--- src/rtl/clb_cfg_pkg.sv ---
// Shared types and width helpers for the LUT slice configuration loader.
// Frame widths are derived here so every file agrees on them.
package clb_cfg_pkg;

    function automatic int cfg_width(input int mem_size);
        return 2 * mem_size + 1;
    endfunction

    function automatic int words_per_frame(input int cfg_w, input int word_w);
        return (cfg_w + word_w - 1) / word_w;
    endfunction

    typedef enum logic [1:0] {
        IDLE,
        RECV,
        COMMIT,
        DONE
    } state_t;

endpackage

--- src/rtl/cfg_frame_assembler.sv ---
// Shadow register that packs stream words into one slice frame.
// Bits of the last word above the frame width are dropped.
module cfg_frame_assembler
    import clb_cfg_pkg::*;
#(
    parameter int CFG_WIDTH  = 33,
    parameter int WORD_WIDTH = 8
) (
    input  logic                  cclk,
    input  logic                  reset,
    input  logic                  clr,
    input  logic                  wr,
    input  logic [WORD_WIDTH-1:0] word,
    output logic [CFG_WIDTH-1:0]  frame,
    output logic                  frame_full
);

    localparam int WPF  = words_per_frame(CFG_WIDTH, WORD_WIDTH);
    localparam int CW   = (WPF > 1) ? $clog2(WPF) : 1;
    localparam int WIDE = WPF * WORD_WIDTH;
    localparam logic [CW-1:0] LAST = CW'(WPF - 1);

    logic [CW-1:0]   word_cnt;
    logic [WIDE-1:0] wide;

    assign frame_full = (word_cnt == LAST);

    // Merge the incoming word into a padded copy of the frame
    always_comb begin
        wide = '0;
        wide[CFG_WIDTH-1:0] = frame;
        for (int k = 0; k < WPF; k++) begin
            if (word_cnt == CW'(k)) begin
                wide[k*WORD_WIDTH +: WORD_WIDTH] = word;
            end
        end
    end

    // Capture accepted words and step the word counter without wrapping
    always_ff @(posedge cclk) begin
        if (reset) begin
            frame    <= '0;
            word_cnt <= '0;
        end else begin
            if (wr) begin
                frame <= wide[CFG_WIDTH-1:0];
                if (!frame_full) begin
                    word_cnt <= word_cnt + 1'b1;
                end
            end
            if (clr) begin
                word_cnt <= '0;
            end
        end
    end

endmodule

--- src/rtl/lut_cfg_loader.sv ---
// Streams configuration frames into a column of fracturable LUT slices,
// committing each frame with a one-hot cen pulse, slice 0 first.
module lut_cfg_loader
    import clb_cfg_pkg::*;
#(
    parameter int INPUTS     = 4,
    parameter int MEM_SIZE   = 2 ** INPUTS,
    parameter int CFG_WIDTH  = cfg_width(MEM_SIZE),
    parameter int WORD_WIDTH = 8,
    parameter int NUM_LUTS   = 4
) (
    input  logic                  cclk,
    input  logic                  reset,
    input  logic                  start,
    input  logic                  abort,
    input  logic [WORD_WIDTH-1:0] cfg_word,
    input  logic                  cfg_valid,
    output logic                  cfg_ready,
    output logic [CFG_WIDTH-1:0]  config_out,
    output logic [NUM_LUTS-1:0]   cen,
    output logic                  busy,
    output logic                  done
);

    localparam int LW = (NUM_LUTS > 1) ? $clog2(NUM_LUTS) : 1;
    localparam logic [LW-1:0] LAST_LUT = LW'(NUM_LUTS - 1);

    state_t        state;
    logic [LW-1:0] lut_idx;
    logic          xfer;
    logic          clr;
    logic          frame_full;

    assign xfer = cfg_valid && cfg_ready && !abort;
    assign clr  = (state == IDLE && start && !abort) || state == COMMIT;

    cfg_frame_assembler #(
        .CFG_WIDTH  (CFG_WIDTH),
        .WORD_WIDTH (WORD_WIDTH)
    ) u_asm (
        .cclk       (cclk),
        .reset      (reset),
        .clr        (clr),
        .wr         (xfer),
        .word       (cfg_word),
        .frame      (config_out),
        .frame_full (frame_full)
    );

    // Slice enable comes straight from the registered state and slice index
    always_comb begin
        cen = '0;
        if (state == COMMIT) begin
            cen[lut_idx] = 1'b1;
        end
    end

    // Load sequencer with registered handshake and status outputs
    always_ff @(posedge cclk) begin
        if (reset) begin
            state     <= IDLE;
            cfg_ready <= 1'b0;
            busy      <= 1'b0;
            done      <= 1'b0;
            lut_idx   <= '0;
        end else if (abort) begin
            state     <= IDLE;
            cfg_ready <= 1'b0;
            busy      <= 1'b0;
            done      <= 1'b0;
        end else begin
            unique case (state)
                IDLE: begin
                    if (start) begin
                        state     <= RECV;
                        cfg_ready <= 1'b1;
                        busy      <= 1'b1;
                        lut_idx   <= '0;
                    end
                end
                RECV: begin
                    if (xfer && frame_full) begin
                        state     <= COMMIT;
                        cfg_ready <= 1'b0;
                    end
                end
                COMMIT: begin
                    if (lut_idx == LAST_LUT) begin
                        state <= DONE;
                        done  <= 1'b1;
                    end else begin
                        state     <= RECV;
                        cfg_ready <= 1'b1;
                        lut_idx   <= lut_idx + 1'b1;
                    end
                end
                DONE: begin
                    state <= IDLE;
                    done  <= 1'b0;
                    busy  <= 1'b0;
                end
                default: begin
                    state     <= IDLE;
                    cfg_ready <= 1'b0;
                    busy      <= 1'b0;
                    done      <= 1'b0;
                end
            endcase
        end
    end

endmodule

--- config.mk ---
export PLATFORM = sky130hd
export DESIGN_NAME = lut_cfg_loader
export DESIGN_NICKNAME = d
export VERILOG_FILES = /design/src/rtl/clb_cfg_pkg.sv /design/src/rtl/cfg_frame_assembler.sv /design/src/rtl/lut_cfg_loader.sv
export SDC_FILE = /design/constraint.sdc
export NUM_CORES = 1
export LEC_CHECK = 0
export CAP_MARGIN = 40
export CORE_UTILIZATION = 51
export DETAILED_ROUTE_END_ITERATION = 6
export PLACE_DENSITY = 0.84
export SYNTH_ARGS = -nofsm -noshare
export SYNTH_HDL_FRONTEND = slang
export SYNTH_SLANG_ARGS = --single-unit
--- constraint.sdc ---
create_clock -name cclk -period 4.2 [get_ports cclk]
set_clock_uncertainty 0.2 [all_clocks]
set_input_delay 0.63 -clock cclk [delete_from_list [all_inputs] [get_ports cclk]]
set_output_delay 0.63 -clock cclk [all_outputs]
set_load 0.05 [all_outputs]
# Yosys cells after proc, flatten, opt, wreduce, memory -nomap -nowiden
# Index checks and enable logic that the tools add are counted.
# Widths: inputs -> output; s select.
# op_classes
add_sub_neg,2
mul,0
div_mod_pow,0
magnitude_cmp,2
n_eq_ne,12
shift,0
muxes,17
bitwise_logic,2
reduce_logical,27
# ops
cell,count
$reduce_and 2->1,9
$mux 2,5
$pmux 2 s4,1
$reduce_and 4->1,2
$eq 2x2->1 const B,3
$eq 3x2->1 const B,2
$logic_and 1x1->1,6
$ne 2x2->1 const B,3
$reduce_bool 2->1,3
$mux 1,5
$mux 4,1
$pmux 1 s2,2
$pmux 2 s2,1
$reduce_or 2->1,2
$add 3x1->3 const B,1
$eq 3x1->1 const B,1
$eq 3x3->1 const B,1
$logic_not 3->1,1
$lt 2x3->1 const B,1
$pmux 1 s3,1
$reduce_bool 3->1,1
$add 2x1->2 const B,1
$demux 1 s2,1
$eq 2x1->1 const B,1
other kinds (6),7
# totals
regBits,43
latch_bits,0
ram_bits,0
mem_bits_ro,0
elab_cells,73
n_memories,0

# Logic depth before layout (Yosys ltp)
# logic_depth
ltp_word,5
ltp_mapped,7
depth_no_buf,5

# By module
# A second synthesis with hierarchy kept.
# unflattened
hier_cells,225
area_unflattened_um2,1963.1
# by_module_without_submodules
mod,n_inst,cells_per_inst,area_per_inst_um2,seq_area_each_um2
cfg_frame_assembler,1,171,1473.9,720.7
lut_cfg_loader,1,54,489.2,140.1

# Worst setup path after synthesis
# OpenSTA, ideal clock, no wires.
# synth_path
kind,register to output
startpoint,register state[0]
endpoint,output cen[0]
t_arrival_ps,1201
required_ps,3370
slack_ps,2169
path_stages_with_launch,4
cell_sequence,dfxtp_1 -> clkbuf_1 -> nor2b_1 -> and2_1
# synth_via
elab_chain_cells,2
# synth_lines
item,line_no,text
from (decl),lut_cfg_loader.sv:28,state_t state;
from (signal assigned),lut_cfg_loader.sv:61,state <= IDLE;
from (signal assigned),lut_cfg_loader.sv:67,state <= IDLE;
from (signal assigned),lut_cfg_loader.sv:75,state <= RECV;
$eq 2x2->1,lut_cfg_loader.sv:53,if (state == COMMIT) begin
$mux 4,lut_cfg_loader.sv:53,
to (decl),lut_cfg_loader.sv:20,"output logic [NUM_LUTS-1:0] cen,"
# Every way passes these cells.

# Final worst setup path
# layout_path
startpoint,register state[1]
endpoint,output cen[3]
# Same word-level chain as after synthesis.

==> impl_summary.log <==
[metrics] status: finished, final reports clean
[metrics] I/O Buffers: 52
[metrics] Clock Sinks: 43
[metrics] Lkg Pwr: 0.832 nW
[metrics] Crit path required time: 3.37 ns
[metrics] dominant cells by area after synthesis: sky130_fd_sc_hd__dfxtp_1 44%, sky130_fd_sc_hd__a21oi_1 9.6%, sky130_fd_sc_hd__nand3_1 6.8%
[metrics] Top FF cell, synth: sky130_fd_sc_hd__dfxtp_1
[metrics] async set-reset flop share out of synthesis: 0
[metrics] cell chosen for the clock root: sky130_fd_sc_hd__clkbuf_8
[metrics] floorplan row count: 22
[metrics] actual slew at the worst max-slew pin: 0.585 ns
[metrics] top cell type's share of synthesized area: 0.436
[metrics] initial antenna violation count: 0
[metrics] overall die area: 4120 um^2
[metrics] final weighted congestion in routability-driven placement: 0.816
[metrics] Yosys warning total: 0
[metrics] half-perimeter wire length of the detailed placement result: 3250 um
[metrics] setup repair after global routing missed its margin: false
[metrics] power density over the cells: 283 nW/um^2
[metrics] critical path depth: 3
[metrics] DIE HEIGHT: 64.2 um
[metrics] number of global-route vias before repair: 1630
[metrics] All-Layer GR Usage: 0.237
[metrics] overall routed net length: 4530 um
[metrics] Avg Inst Size Synth: 8.40 um^2
[metrics] number of standard cells after synthesis: 235
[metrics] clock transition at the register clock pins on the worst setup and hold paths after CTS: 0.08 ns
[metrics] iteration count of the initial detailed-routing pass: 4
[metrics] period utilisation layout: 0.705
[metrics] Max Root-Sink Buffers: 2
[metrics] # DRC: 0
[metrics] post-synthesis sequential area ratio: 0.436
[metrics] Horiz. Die Dim: 64.2 um
[metrics] startpoint type of the worst setup path: register
[metrics] worst slack after detailed placement: 1.57 ns
[metrics] sort of element at the end of the critical path: output pin
[metrics] Area growth, synth to finish: 29.5%
[metrics] H-tree Lvls: 2
[metrics] final core utilization: 0.693
[metrics] final hold slack: 0.255 ns
[metrics] number of vias per cell after detailed routing: 5.63
[metrics] Hold WC Path Type: reg -> reg
[metrics] critical path's largest stage delay: 0.80 ns
[metrics] count of max-cap constraint violations: 0
[metrics] Crit path arrival time: 2.13 ns
[metrics] Final setup violation count: 0
[metrics] worst skew pair latency: 0.29 ns
[metrics] logic depth of the worst register-to-register path: 5
[metrics] maximum clock rate: 338 MHz
[metrics] number of cells traversed by the worst hold path: 2
[metrics] number of pins with negative max-slew slack in the final report: 0
[metrics] cells resized by post-CTS repair: 0
[metrics] synth cell count leaders: 43 x sky130_fd_sc_hd__dfxtp_1, 38 x sky130_fd_sc_hd__a21oi_1, 27 x sky130_fd_sc_hd__nand3_1
[metrics] ratio of cells with drive above 1 in the final layout: 0.0396
[metrics] Netlist cell types: 33
[metrics] starting density of the core: 0.535
[metrics] antenna cell count: 0
[metrics] aggregate negative setup slack: 0 ns
[metrics] placeable core area: 3690 um^2
[metrics] setup ws final: 1.24 ns
[metrics] flip-flop and latch count after synthesis: 43
[metrics] sequence of cells on the critical path: nor2b_1 -> and2_1 -> clkdlybuf4s50_1
[metrics] TritonCTS clock tree: yes
[metrics] number of cells after detailed placement: 318
[metrics] Inserted Clock Buffers: 5
[metrics] worst supply voltage drop on vdd: 0.176 mV
[metrics] routed wirelength normalized by instance count: 13.9 um
[metrics] largest fanout on the critical path: 10
[metrics] cell with the largest stage delay on the worst path: sky130_fd_sc_hd__clkdlybuf4s50_1
[metrics] library cell with the largest summed area after synthesis: sky130_fd_sc_hd__dfxtp_1
[metrics] number of buffer and inverter stages on the critical path: 1
[metrics] Top Family by Delay on Critical Path: buffers and inverters
[metrics] pin count of the biggest net entering global routing: 26
[metrics] ports placed on the boundary: 53
[metrics] time the worst path needs with I/O delays and setup: 2.96 ns
[metrics] path type of the worst setup path: reg -> out
[metrics] cts hold-fix bufs: 0
[metrics] final count of hold timing violations: 0
[metrics] total number of vias: 1835
[metrics] gr ovfl total: 0
[metrics] number of violations reported at the end of detailed-routing iteration 0: 132
[metrics] net count after synthesis: 257
[metrics] post-route antenna net violation count: 0
[metrics] number of fill cells: 311
[metrics] normalized max-slew margin: 0.609
[metrics] number of flops mapped to enable cells by yosys: 0
[metrics] post-CTS setup buffer count: 0
[metrics] Post-Syn Area: 1970 um^2
[metrics] number of non-filler instances in the completed layout: 326
[metrics] Total Nets Final: 299
[metrics] most frequent cell after synthesis: sky130_fd_sc_hd__dfxtp_1
[metrics] global-route wire length before repair: 7560 um
cells in the final DEF, fill, tap and decap left out, types with 2 or more instances in the layout:
cell type / netlist / final
sky130_fd_sc_hd__nor2_1: 2 / 2
sky130_fd_sc_hd__clkdlybuf4s50_1: 0 / 52
sky130_fd_sc_hd__o21ai_1: 5 / 5
sky130_fd_sc_hd__nand3b_1: 3 / 3
sky130_fd_sc_hd__dfxtp_1: 43 / 43
sky130_fd_sc_hd__and3b_1: 2 / 2
sky130_fd_sc_hd__nand3_1: 27 / 27
sky130_fd_sc_hd__and2_1: 6 / 6
sky130_fd_sc_hd__o21ai_0: 25 / 25
sky130_fd_sc_hd__a211oi_1: 4 / 4
sky130_fd_sc_hd__a21oi_1: 38 / 38
sky130_fd_sc_hd__nand2b_1: 8 / 8
sky130_fd_sc_hd__clkbuf_8: 0 / 5
sky130_fd_sc_hd__nand2_1: 19 / 19
sky130_fd_sc_hd__inv_1: 8 / 8
sky130_fd_sc_hd__ha_1: 9 / 9
sky130_fd_sc_hd__mux2i_1: 2 / 2
sky130_fd_sc_hd__nor2b_1: 4 / 4
per-stage QoR:
step / cell area, um^2 / total power [mW]
finish: 2560 / 0.724
CTS: 2560 / 0.732
global placement: 2470 / 0.481
global route: 2560 / 0.759
floorplan: 1970 / 0.456
detailed placement: 2470 / 0.481
routing by layer:
layer  share of wire  GRT usage  up-vias
li1                -          -      901
met1            0.45      0.290      849
met2            0.47      0.392       74
met3           0.063     0.0625       11
met4           0.019      0.100        0
met5               0          0        -
where the power goes:
part	switching [mW]	leakage [nW]	total, mW	internal (mW)
sequential	0.00397	0.347	0.414	0.410
clock	0.135	0.0412	0.251	0.116
combinational	0.0358	0.444	0.0587	0.0229
total	0.175	0.832	0.724	0.549
sequential cells by signal (all words and copies together) (netlist names):
register	count
u_asm.frame	33
lut_idx	2
done	1
busy	1
cfg_ready	1
u_asm.word_cnt	3
state	2
path summary, 6_finish.rpt:
path                     startpoint              end  slack [ns]
setup / recovery           state[1]           cen[3]        1.24
hold / removal      u_asm.frame[28]  u_asm.frame[28]        0.26
hold reg to reg     u_asm.frame[28]  u_asm.frame[28]        0.26
setup reg to reg  u_asm.word_cnt[0]        cfg_ready        2.34
cells by family after synthesis:
family          synth area share
simple gates               0.221
mux                       0.0101
fa+ha+maj                 0.0571
buf+inv                   0.0609
flops                      0.436
compound gates             0.214
worst reg2reg max path: stages (launching register included):
cell and delay, ns:
sky130_fd_sc_hd__dfxtp_1 0.34, sky130_fd_sc_hd__inv_1 0.12, sky130_fd_sc_hd__ha_1 0.26, sky130_fd_sc_hd__nand3b_1 0.29, sky130_fd_sc_hd__o41ai_1 0.43, sky130_fd_sc_hd__a21oi_1 0.11
layout make-up:
class	instances	area, um^2	share of cell area
clock buffers	6	72.6	0.0284
clock inverters	2	12.5	0.00489
inverters	8	30.0	0.0117
multi-input cells	166	992	0.388
flip-flops and latches	43	861	0.337
well taps	48	60.1	0.0235
repair buffers	53	528	0.207
Note: power is estimated with default switching activity, not from simulation.
